--- config.mk ---
export PLATFORM = sky130hd
export DESIGN_NAME = countdown_timer_n_flat
export DESIGN_NICKNAME = d
export VERILOG_FILES = /design/src/rtl/countdown_timer_n_pkg.sv /design/src/rtl/countdown_timer_n_if.sv /design/src/rtl/countdown_timer_n_digit.sv /design/src/rtl/countdown_timer_n.sv /design/src/flat_wrapper.sv
export SDC_FILE = /design/constraint.sdc
export NUM_CORES = 1
export LEC_CHECK = 0
export CORE_UTILIZATION = 50
export DETAILED_ROUTE_END_ITERATION = 16
export PLACE_DENSITY_LB_ADDON = 0.1
export SKIP_LAST_GASP = 1
export SLEW_MARGIN = 5
export SYNTH_ARGS = -nofsm -noshare
export SYNTH_HDL_FRONTEND = slang
export SYNTH_HIERARCHICAL = 1
export SYNTH_SLANG_ARGS = --single-unit
--- constraint.sdc ---
create_clock -name clock -period 5.18 [get_ports clock]
set_input_delay 1.036 -clock clock [delete_from_list [all_inputs] [get_ports clock]]
set_output_delay 1.036 -clock clock [all_outputs]
set_load 0.05 [all_outputs]
--- src/rtl/countdown_timer_n_pkg.sv ---
// -----------------------------------------------------------------------------
// timer_pkg
// Shared types and constants for the BCD countdown timer.
//   state_t      : four-state controller encoding (IDLE, RUN, PAUSE, DONE)
//   bcd_t        : one BCD digit (4 bits)
//   BCD_MAX      : largest legal BCD digit, also the wrap value of most digits
//   SEC_TENS_MAX : wrap value of the seconds-tens digit (59 -> 00 style borrow)
// -----------------------------------------------------------------------------
package timer_pkg;

  typedef enum logic [1:0] {
    IDLE  = 2'd0,
    RUN   = 2'd1,
    PAUSE = 2'd2,
    DONE  = 2'd3
  } state_t;

  typedef logic [3:0] bcd_t;

  localparam bcd_t BCD_MAX      = 4'd9;
  localparam bcd_t SEC_TENS_MAX = 4'd5;

  // True when a keypad nibble is a legal decimal digit.
  function automatic logic is_bcd(input bcd_t value);
    return value <= BCD_MAX;
  endfunction

endpackage

--- src/rtl/countdown_timer_n_if.sv ---
// -----------------------------------------------------------------------------
// countdown_timer_n_if
// Keypad/control inputs and display/status outputs of the countdown timer.
//   data     : BCD keypad digit
//   loadn    : digit-entry strobe, active low
//   start    : start/resume request
//   stop     : pause/cancel request
//   sec_ones : seconds units        sec_tens : seconds tens
//   mins     : minute digits, minute units in the low nibble
//   zero     : all digits are 0     running  : counting down
//   done     : one-cycle expiry pulse   alarm : expired, waiting for the user
// master drives the controls (keypad side), slave is the timer itself.
// -----------------------------------------------------------------------------
interface countdown_timer_n_if #(
  parameter int MIN_DIGITS = 2
);
  import timer_pkg::*;

  bcd_t                    data;
  logic                    loadn;
  logic                    start;
  logic                    stop;
  bcd_t                    sec_ones;
  bcd_t                    sec_tens;
  logic [4*MIN_DIGITS-1:0] mins;
  logic                    zero;
  logic                    running;
  logic                    done;
  logic                    alarm;

  modport master (
    output data, loadn, start, stop,
    input  sec_ones, sec_tens, mins, zero, running, done, alarm
  );

  modport slave (
    input  data, loadn, start, stop,
    output sec_ones, sec_tens, mins, zero, running, done, alarm
  );

endinterface

--- src/rtl/countdown_timer_n_digit.sv ---
// -----------------------------------------------------------------------------
// bcd_down_digit
// One BCD digit of the countdown chain. Loads from its right-hand neighbour
// during keypad entry, or counts down by one when enabled.
//   clock    : rising-edge clock
//   clearn   : asynchronous active-low reset, digit -> 0
//   shift_en : load shift_in (takes priority over dec_en)
//   shift_in : value to load
//   dec_en   : decrement by one this edge
//   digit    : current value
//   borrow   : digit is 0, so a decrement here must propagate to the next digit
// WRAP_VAL is the value a 0 turns into when it is decremented.
// -----------------------------------------------------------------------------
module bcd_down_digit
  import timer_pkg::*;
#(
  parameter bcd_t WRAP_VAL = BCD_MAX
) (
  input  logic clock,
  input  logic clearn,
  input  logic shift_en,
  input  bcd_t shift_in,
  input  logic dec_en,
  output bcd_t digit,
  output logic borrow
);

  bcd_t r_digit;

  always_ff @(posedge clock or negedge clearn) begin
    if (!clearn) begin
      r_digit <= '0;
    end else if (shift_en) begin
      r_digit <= shift_in;
    end else if (dec_en) begin
      // Values above WRAP_VAL (e.g. 90 s entered into sec_tens) simply count
      // down normally; only 0 wraps.
      r_digit <= (r_digit == '0) ? WRAP_VAL : r_digit - 4'd1;
    end
  end

  assign digit  = r_digit;
  assign borrow = (r_digit == '0);

endmodule

--- src/rtl/countdown_timer_n.sv ---
// -----------------------------------------------------------------------------
// countdown_timer_n
// Kitchen-style BCD countdown timer with keypad entry, start/pause/cancel and
// a one-second prescaler.
//   clock  : rising-edge clock
//   clearn : asynchronous active-low reset
//   bus    : keypad/control inputs and display/status outputs (slave side)
// Parameters: MIN_DIGITS (1..4) minute digits, TICK_DIV (1..2^24) clocks per
// second. Digit chain index 0 is sec_ones, 1 is sec_tens, 2.. are minutes.
// -----------------------------------------------------------------------------
module countdown_timer_n
  import timer_pkg::*;
#(
  parameter int MIN_DIGITS = 2,
  parameter int TICK_DIV   = 1
) (
  input  logic                 clock,
  input  logic                 clearn,
  countdown_timer_n_if.slave   bus
);

  localparam int NDIG = MIN_DIGITS + 2;
  localparam int PW   = (TICK_DIV > 1) ? $clog2(TICK_DIV) : 1;
  localparam logic [PW-1:0] PRESC_LAST = PW'(TICK_DIV - 1);

  state_t        r_state;
  state_t        w_state_next;
  logic [PW-1:0] r_presc;
  logic [PW-1:0] w_presc_next;
  logic          r_done;
  logic          w_done_next;

  bcd_t            w_digit    [NDIG];
  bcd_t            w_shift_in [NDIG];
  logic [NDIG-1:0] w_borrow;
  logic [NDIG-1:0] w_dec_en;

  logic w_shift_en;
  logic w_clear;
  logic w_dec;
  logic w_tick;
  logic w_zero;
  logic w_last;

  // Every borrow flag is "digit == 0", so all of them set means all-zero.
  assign w_zero = &w_borrow;
  // 0...01: the next decrement lands on all-zero.
  assign w_last = (w_digit[0] == 4'd1) && (&w_borrow[NDIG-1:1]);
  assign w_tick = (r_state == RUN) && (r_presc == PRESC_LAST);

  // ---------------------------------------------------------------------------
  // Digit chain. Cancelling reuses the shift path with zeros fed into every
  // digit, so the digits need no separate clear input.
  // ---------------------------------------------------------------------------
  genvar gi;
  generate
    for (gi = 0; gi < NDIG; gi++) begin : g_digit
      if (gi == 0) begin : g_first
        assign w_shift_in[gi] = w_clear ? bcd_t'(0) : bus.data;
        assign w_dec_en[gi]   = w_dec;
      end else begin : g_rest
        assign w_shift_in[gi] = w_clear ? bcd_t'(0) : w_digit[gi-1];
        assign w_dec_en[gi]   = w_dec_en[gi-1] & w_borrow[gi-1];
      end

      if (gi == 1) begin : g_sec_tens
        bcd_down_digit #(.WRAP_VAL(SEC_TENS_MAX)) u_digit (
          .clock    (clock),
          .clearn   (clearn),
          .shift_en (w_shift_en),
          .shift_in (w_shift_in[gi]),
          .dec_en   (w_dec_en[gi]),
          .digit    (w_digit[gi]),
          .borrow   (w_borrow[gi])
        );
      end else begin : g_decade
        bcd_down_digit #(.WRAP_VAL(BCD_MAX)) u_digit (
          .clock    (clock),
          .clearn   (clearn),
          .shift_en (w_shift_en),
          .shift_in (w_shift_in[gi]),
          .dec_en   (w_dec_en[gi]),
          .digit    (w_digit[gi]),
          .borrow   (w_borrow[gi])
        );
      end
    end

    for (gi = 0; gi < MIN_DIGITS; gi++) begin : g_mins
      assign bus.mins[4*gi +: 4] = w_digit[gi+2];
    end
  endgenerate

  // ---------------------------------------------------------------------------
  // Controller: stop beats start beats loadn.
  // ---------------------------------------------------------------------------
  always_ff @(posedge clock or negedge clearn) begin
    if (!clearn) begin
      r_state <= IDLE;
      r_presc <= '0;
      r_done  <= 1'b0;
    end else begin
      r_state <= w_state_next;
      r_presc <= w_presc_next;
      r_done  <= w_done_next;
    end
  end

  always_comb begin
    w_state_next = r_state;
    w_presc_next = r_presc;
    w_done_next  = 1'b0;
    w_shift_en   = 1'b0;
    w_clear      = 1'b0;
    w_dec        = 1'b0;

    if (bus.stop) begin
      // Pausing freezes digits and prescaler; anywhere else stop cancels.
      if (r_state == RUN) begin
        w_state_next = PAUSE;
      end else begin
        w_state_next = IDLE;
        w_shift_en   = 1'b1;
        w_clear      = 1'b1;
      end
    end else if (bus.start && (r_state == IDLE || r_state == PAUSE) && !w_zero) begin
      w_state_next = RUN;
      w_presc_next = '0;
    end else if (r_state == RUN) begin
      // start while running lands here too and is a no-op.
      w_presc_next = w_tick ? '0 : r_presc + PW'(1);
      if (w_tick && !w_zero) begin
        w_dec = 1'b1;
        if (w_last) begin
          w_state_next = DONE;
          w_done_next  = 1'b1;
        end
      end
    end else if (!bus.loadn && is_bcd(bus.data)) begin
      // A rejected start (count at zero) falls through so entry still works.
      w_shift_en = 1'b1;
      if (r_state == DONE) begin
        w_state_next = IDLE;
      end
    end
  end

  assign bus.sec_ones = w_digit[0];
  assign bus.sec_tens = w_digit[1];
  assign bus.zero     = w_zero;
  assign bus.running  = (r_state == RUN);
  assign bus.alarm    = (r_state == DONE);
  assign bus.done     = r_done;

endmodule

--- src/flat_wrapper.sv ---
// flat-port wrapper written by rule: the top's interface ports become plain ports
module countdown_timer_n_flat import timer_pkg::*;
#(
  parameter int MIN_DIGITS = 2,
  parameter int TICK_DIV   = 1
)
  (clock, clearn, bus_data, bus_loadn, bus_start, bus_stop, bus_sec_ones, bus_sec_tens, bus_mins, bus_zero, bus_running, bus_done, bus_alarm);
  countdown_timer_n_if #(.MIN_DIGITS(MIN_DIGITS)) bus_i ();
  input  logic clock;
  input  logic clearn;
  input wire logic [$bits(bus_i.data)-1:0] bus_data;
  input wire logic [$bits(bus_i.loadn)-1:0] bus_loadn;
  input wire logic [$bits(bus_i.start)-1:0] bus_start;
  input wire logic [$bits(bus_i.stop)-1:0] bus_stop;
  output wire logic [$bits(bus_i.sec_ones)-1:0] bus_sec_ones;
  output wire logic [$bits(bus_i.sec_tens)-1:0] bus_sec_tens;
  output wire logic [$bits(bus_i.mins)-1:0] bus_mins;
  output wire logic [$bits(bus_i.zero)-1:0] bus_zero;
  output wire logic [$bits(bus_i.running)-1:0] bus_running;
  output wire logic [$bits(bus_i.done)-1:0] bus_done;
  output wire logic [$bits(bus_i.alarm)-1:0] bus_alarm;
  assign bus_i.data = bus_data;
  assign bus_i.loadn = bus_loadn;
  assign bus_i.start = bus_start;
  assign bus_i.stop = bus_stop;
  assign bus_sec_ones = bus_i.sec_ones;
  assign bus_sec_tens = bus_i.sec_tens;
  assign bus_mins = bus_i.mins;
  assign bus_zero = bus_i.zero;
  assign bus_running = bus_i.running;
  assign bus_done = bus_i.done;
  assign bus_alarm = bus_i.alarm;
  countdown_timer_n #(.MIN_DIGITS(MIN_DIGITS), .TICK_DIV(TICK_DIV)) u_core (.clock(clock), .clearn(clearn), .bus(bus_i));
endmodule
# [Word level (Yosys, flattened, before mapping)]
# Index checks and enable logic that the tools add are counted.
[classes] n_addsub=5 multipliers=0 div=0 order_cmp=1 n_eq_ne=6 n_shift=0 muxes=42 n_bitwise=5 n_reduce_logical=25
[ops] operator="4-bit 2-to-1 mux" n=16
[ops] operator="1-bit 2-to-1 mux" n=18
[ops] operator="4-bit zero test" n=4
[ops] operator="2-bit 2-to-1 mux" n=8
[ops] operator="4-bit by 1-bit subtractor with 4-bit output (second input constant)" n=4
[ops] operator="2-bit nonzero test" n=5
[ops] operator="4-bit by 2-bit != test with 1-bit output (second input constant)" n=2
[ops] operator="4-bit AND reduction" n=2
[ops] operator="4-bit nonzero test" n=2
[ops] operator="1-bit logical AND" n=6
[ops] operator="2-bit == test (second input constant)" n=2
[ops] operator="4-bit by 1-bit == test with 1-bit output (second input constant)" n=1
[ops] operator="4-bit less-or-equal comparator (second input constant)" n=1
[ops] operator="1-bit AND" n=3
[ops] operator="3-bit AND reduction" n=1
[ops] operator="2-bit by 1-bit == test with 1-bit output (second input constant)" n=1
[ops] operator="1-bit zero test" n=2
[ops] operator="2-bit zero test" n=1
[ops] operator="1-bit inverter" n=2
[ops] operator="2-bit AND reduction" n=1
[ops] operator="1-bit adder (second input constant)" n=1
[ops] operator="1-bit logical OR" n=1
[word_totals] reg_bits=20 latch_bits=0 ramBits=0 mem_bits_ro=0 inputBits=9 output_inout_bits=20 word_cells=91 mem_count=0

# [Depth between registers and ports, before layout]
[depth] ltp_word=13 mapped_depth=8 ltp_nobuf=8

# [Cells and area by module]
# The synthesis kept the hierarchy.
[modules_own_cells] mod="bcd_down_digit at u_core.g_digit[0].g_decade.u_digit ..." instances=3 cells_each=22 area_per_inst_um2=224.0 seq_area_each_um2=100.1
[modules_own_cells] mod="countdown_timer_n" instances=1 cells_each=48 area_per_inst_um2=396.6 seq_area_each_um2=100.1
[modules_own_cells] mod="bcd_down_digit at u_core.g_digit[1].g_sec_tens.u_digit" instances=1 cells_each=20 area_per_inst_um2=197.7 seq_area_each_um2=100.1

# [Worst setup path before layout]
# OpenSTA, ideal clock, no wires.
[synth_timing] path_kind="reg-to-reg" from="register u_core.g_digit[0].g_decade.u_digit.r_digit[2]" to="register u_core.g_digit[0].g_decade.u_digit.r_digit[1]" setup_time_ns=0.127 arrival_ns=3.104 required_ns=5.053 slack_ns=1.949 path_stages_with_launch=7 n_path_buf=0 synth_period_minus_slack_ns=3.231 cell_sequence="dfrtp_1 > nor4_1 > nand4_2 > a311o_1 > a21oi_1 > nor2b_1 > a21oi_1"
[synth_via] word_cells_on_any_way=15 classes_between="9 x mux; 6 x reduce/logical"
[synth_rtl] item="start: declaration" line="countdown_timer_n_digit.sv:28" rtl="bcd_t r_digit;"
[synth_rtl] item="start signal: assignment" line="countdown_timer_n_digit.sv:34" rtl="r_digit <= shift_in;"
[synth_rtl] item="start signal: assignment" line="countdown_timer_n_digit.sv:38" rtl="r_digit <= (r_digit == '0) ? WRAP_VAL : r_digit - 4'd1;"
[synth_rtl] item="4-bit zero test (*)" line="countdown_timer_n_digit.sv:43" rtl="assign borrow = (r_digit == '0);"
[synth_rtl] item="named net u_core.w_borrow[0]" line="countdown_timer_n.sv:35" rtl="logic [NDIG-1:0] w_borrow;"
[synth_rtl] item="4-bit AND reduction (*)" line="countdown_timer_n.sv:46" rtl="assign w_zero = &w_borrow;"
[synth_rtl] item="1-bit zero test (*)" line="countdown_timer_n.sv:126" rtl="end else if (bus.start && (r_state == IDLE || r_state == PAUSE) && !w_zero) begin"
[synth_rtl] item="1-bit logical AND (*)" line="countdown_timer_n.sv:126"
[synth_rtl] item="1-bit 2-to-1 mux (*)" line="countdown_timer_n.sv:126"
[synth_rtl] item="1-bit 2-to-1 mux (*)" line="countdown_timer_n.sv:117" rtl="if (bus.stop) begin"
[synth_rtl] item="named net u_core.w_shift_en" line="countdown_timer_n.sv:38" rtl="logic w_shift_en;"
[synth_rtl] item="4-bit 2-to-1 mux / 2-bit nonzero test (equally long branches)"
# The timed path passes the listed nets; every way through them passes the cells marked *. The select of a mux whose other input is x is not followed.
# A chain may end at the register's enable or synchronous reset.

# [Worst setup path in the final report]
[layout_timing] from="register u_core.g_digit[0].g_decade.u_digit.r_digit[2]" to="output port bus_zero"
[layout_via] elab_chain_cells=2
[layout_lines] item="4-bit zero test" line="countdown_timer_n_digit.sv:43"
[layout_lines] item="named net u_core.w_borrow[0]" line="countdown_timer_n.sv:35"
[layout_lines] item="4-bit AND reduction" line="countdown_timer_n.sv:46"
[layout_lines] item="end: declaration" line="flat_wrapper.sv:18" rtl="output wire logic [$bits(bus_i.zero)-1:0] bus_zero;"
# The timed path passes the listed nets, and every way through them passes these cells.

==> impl_table.tex <==
\begin{tabular}{lr}
\hline
Metric & Value \\
\hline
\multicolumn{2}{l}{\textbf{Route}} \\
Number of routed nets with antenna violations & 0 \\
Average vias per placed instance & 5.64 \\
Number of DRC violations after detailed routing & 0 \\
DRC violation total after the first TritonRoute iteration & 19 \\
Vias after detailed routing & 1088 \\
Final routed wire length divided by cell count & 14.5 um \\
Number of optimization iterations in the first detailed-route pass & 4 \\
Routed wire length & 2.80 mm \\
\multicolumn{2}{l}{\textbf{Floorplan}} \\
Initial Util & 0.551 \\
Total I/O pin count & 29 \\
Die Ht & 52.3 um \\
Placement row count & 17 \\
Die area & 2740 um2 \\
Die width & 52.3 um \\
Floorplan Core Area & 2300 um2 \\
\multicolumn{2}{l}{\textbf{Critical path}} \\
Worst Path Class, Setup & flop to primary output \\
Top fanout value on the critical path & 8 \\
Crit path buf inv count & 2 \\
Capturing point of the worst reg2reg path & u\_core/g\_digit[1].g\_sec\_tens.u\_digit/digit[1] \\
Count of cells along the worst register-to-register path & 6 \\
Required time at the endpoint of the critical path & between 4 and 5 ns \\
Kind of end point of the critical path & primary output \\
Slack of the worst reg-to-reg path & between 1.5 and 2 ns \\
Largest stage delay on the critical path & around 0.82 ns \\
Worst reg2reg startpoint & u\_core/g\_digit[0].g\_decade.u\_digit/digit[2] \\
Launching element type of the critical path & flop \\
Cell type group with the largest total delay on the critical path & simple AND/OR/NAND/NOR gates \\
Worst setup path startpoint & u\_core/g\_digit[0].g\_decade.u\_digit/digit[2] \\
Data arrival time of the critical path & 2.84 ns \\
Cell with the largest stage delay on the worst path & sky130\_fd\_sc\_hd\_\_clkdlybuf4s50\_1 \\
Cell-by-cell trace of the critical path & nor4\_1, nand4\_2, inv\_1, clkdlybuf4s50\_1 \\
\multicolumn{2}{l}{\textbf{Hold path}} \\
Hold EP & u\_core/r\_presc \\
Worst hold path startpoint & u\_core/r\_presc \\
Worst Hold Depth & 1 \\
Type of the most critical hold path & flop to flop \\
\multicolumn{2}{l}{\textbf{Synthesis}} \\
Synthesis warning total & 6 \\
Synthesized cell area & 1270 um2 \\
Cell count after synthesis & 134 \\
Area contributors post-synth & sky130\_fd\_sc\_hd\_\_dfrtp\_1, sky130\_fd\_sc\_hd\_\_and2\_1, sky130\_fd\_sc\_hd\_\_xnor2\_1, sky130\_fd\_sc\_hd\_\_o21ai\_0, sky130\_fd\_sc\_hd\_\_nor3b\_2 \\
\#FFs+latches synth & 20 \\
Count of unique library cells instantiated by Yosys & 31 \\
Net count of the mapped netlist & 143 \\
Syn\_area\_per\_cell & 9.45 um2 \\
Dominant cell type by area after synthesis & sky130\_fd\_sc\_hd\_\_dfrtp\_1 \\
Area share of the leading cell type in the synthesized netlist & 0.395 \\
Seq/Total Area, Yosys & 0.395 \\
\multicolumn{2}{l}{\textbf{Clock tree}} \\
Clock tree from TritonCTS & done \\
Number of H-tree levels & 1 \\
Clk Latency, worst-skew pair & 0.31 ns \\
Max Root-Sink Buffers & 2 \\
Number of buffers inserted to repair setup after CTS & 0 \\
Resized Gates After CTS & 0 \\
Cell at the root of the clock tree & sky130\_fd\_sc\_hd\_\_clkbuf\_4 \\
Count of hold-fix buffers inserted at cts & 0 \\
Clock input transition at the sequential cells of the worst setup and hold paths & about 0.13 ns \\
Number of CTS-inserted buffers & 3 \\
Number of sinks driven by the clock tree & 20 \\
\multicolumn{2}{l}{\textbf{STA}} \\
Number of hold violations in the final report & 0 \\
Maximum clock frequency & 0.258 GHz \\
Transition at the pin with the smallest max-transition slack & $\sim$1.1 ns \\
Clock period minus worst slack & 3.88 ns \\
Final setup skew & 0.0172 ns \\
Post-Route Setup TNS & 0 ns \\
Crit share post-route & 0.749 \\
Number of setup violations in the final report & 0 \\
Slew Viols, Final & 0 \\
Worst slack on hold paths & slightly below 0.6 ns \\
Unrepaired setup endpoints after global routing & no \\
Worst slew margin & 0.259 \\
\multicolumn{2}{l}{\textbf{Placement}} \\
Placed standard-cell area & 1580 um2 \\
Half-perimeter wire length of the detailed placement result & 2.02 mm \\
Final weighted congestion of routability-driven global placement & 0.843 \\
IO buf count & 28 \\
\multicolumn{2}{l}{\textbf{Power and ir drop}} \\
Power density cells & 397 nW/um2 \\
Max rail drop VDD & roughly 0.28 mV \\
Static leakage power & 0.633 nW \\
\multicolumn{2}{l}{\textbf{Layout}} \\
Layout overhead on the synthesized area & 29.1\% \\
Final Instance Area & 1630 um2 \\
Number of diodes added for antenna fixing & 0 \\
Share of the core filled with cells in the final layout & 0.711 \\
Fill count & 188 \\
Layout Nets & 175 \\
Layout cell share with drive strength beyond 1 & 0.127 \\
\multicolumn{2}{l}{\textbf{GRT}} \\
Total Routing Usage GR & 0.228 \\
First-pass GRT wire length & around 4.7 mm \\
Pin count of the biggest net entering global routing & 33 \\
Antenna violations before repair & 0 \\
Total global routing overflow & 0 \\
Number of global-route vias before repair & 1043 \\
\multicolumn{2}{l}{\textbf{Run status}} \\
Outcome & complete, no violations \\
\multicolumn{2}{l}{\textbf{Run}} \\
Maxcap violations & 0 \\
\hline
\end{tabular}
[cell usage in the layout (no fill, tap or decap)]
cell                              count
sky130_fd_sc_hd__nor4_1               4
sky130_fd_sc_hd__a31oi_1              2
sky130_fd_sc_hd__clkdlybuf4s50_1     28
sky130_fd_sc_hd__o311ai_0             1
sky130_fd_sc_hd__o221a_1              1
sky130_fd_sc_hd__o31ai_1              1
sky130_fd_sc_hd__nor4b_1              1
sky130_fd_sc_hd__and2_2               1
sky130_fd_sc_hd__nor2b_1              4
sky130_fd_sc_hd__a21oi_1              8
sky130_fd_sc_hd__a311o_1              1
sky130_fd_sc_hd__a21oi_2              1
sky130_fd_sc_hd__nor2_1               2
sky130_fd_sc_hd__bufinv_16            1
sky130_fd_sc_hd__and4_2               1
sky130_fd_sc_hd__o21ai_0             12
sky130_fd_sc_hd__nand2b_1             5
sky130_fd_sc_hd__xnor2_1              8
sky130_fd_sc_hd__and3_1               2
sky130_fd_sc_hd__nor4b_2              3
sky130_fd_sc_hd__o21ai_1              4
sky130_fd_sc_hd__dfrtp_1             20
sky130_fd_sc_hd__mux2i_1              3
sky130_fd_sc_hd__clkbuf_4             3
sky130_fd_sc_hd__nand2_1             13
sky130_fd_sc_hd__and3_2               2
sky130_fd_sc_hd__nor4_4               1
sky130_fd_sc_hd__and2_1              16
sky130_fd_sc_hd__nor3b_2              4
sky130_fd_sc_hd__and2b_2              3
sky130_fd_sc_hd__o21a_1               2
sky130_fd_sc_hd__inv_1                5
sky130_fd_sc_hd__o22ai_1              1
sky130_fd_sc_hd__nand4_2              1
[cells by family (layout without fill, tap and decap cells)]
kind of cell | count (synthesis) | after routing | synth area share
AOI/OAI and AO/OA | 34 | 34 | 0.155
and+or+nand+nor | 63 | 63 | 0.353
DFF | 20 | 20 | 0.395
buffers and inverters | 6 | 37 | 0.0178
muxes | 3 | 3 | 0.0237
xor gates and xnor gates | 8 | 8 | 0.0553
[state kept, by name (all words and copies together) (netlist names)]
name / flops
u_core/g_digit.g_sec_tens.u_digit/digit: 4
u_core/g_digit.g_decade.u_digit/digit: 12
u_core/r_state: 2
u_core/r_presc: 1
u_core/bus.done: 1
[cells in the mapped netlist (all sizes together)]
master and n:
nand2 13, xnor2 8, and2b 3, o311ai 1, and4 1, nor2 2
nor2b 4, nand2b 5, and2 17, o21a 2, o21ai 16, nand4 1
nor4 5, o31ai 1, mux2i 3, and3 4, a31oi 2, o22ai 1
nor3b 4, o221a 1, nor4b 4, clkbuf 1, a311o 1, dfrtp 20
inv 5, a21oi 9
[stage by stage]
stage / cells / power (mW) / worst slack, ns
after floorplan: 134 / 0.424 / 1.95
after global placement: 189 / 0.516 / 1.70
after detailed placement: 189 / 0.522 / 1.64
after CTS: 193 / 0.652 / 1.25
after global routing: 193 / 0.681 / 1.16
final: 193 / 0.649 / 1.30
[worst register-to-register path: stages, from the launching register on]
cell,delay (ns)
sky130_fd_sc_hd__dfrtp_1,0.48
sky130_fd_sc_hd__nor4_1,0.77
sky130_fd_sc_hd__nand4_2,0.29
sky130_fd_sc_hd__a311o_1,0.45
sky130_fd_sc_hd__a21oi_2,0.84
sky130_fd_sc_hd__nor2b_1,0.25
sky130_fd_sc_hd__a21oi_1,0.05
[layer usage]
layer	global-route usage	vias up	part of all wire
li1	-	540	-
met3	0.0261	2	0.041
met1	0.295	516	0.44
met5	0	-	0
met4	0.0789	0	0.0057
met2	0.390	30	0.52
[final cells by class]
class	count	area (um2)	share of cell area
flip-flops and latches	20	500	0.306
clock buffers	3	22.5	0.0138
well taps	28	35.0	0.0214
inverters	5	18.8	0.0115
clock inverters	1	30.0	0.0184
multi-input cells	108	747	0.457
repair buffers	28	280	0.172
[report_power, final]
part           total, mW  internal, mW  switching (mW)
combinational      0.283         0.105           0.178
clock              0.129        0.0781          0.0513
sequential         0.236         0.185          0.0519
[how the worst max path moves through the flow]
stage / to / slack [ns] / cells past startpoint
2_1_floorplan: u_core/g_digit[0].g_decade.u_digit/digit[1] / 1.95 / 6
3_3_place_gp: bus_zero / 1.70 / 4
3_5_place_dp: bus_zero / 1.64 / 4
4_1_cts: bus_zero / 1.25 / 4
5_1_grt: bus_zero / 1.16 / 4
6_report: bus_zero / 1.30 / 4
Note: power is estimated with default switching activity, not from simulation.
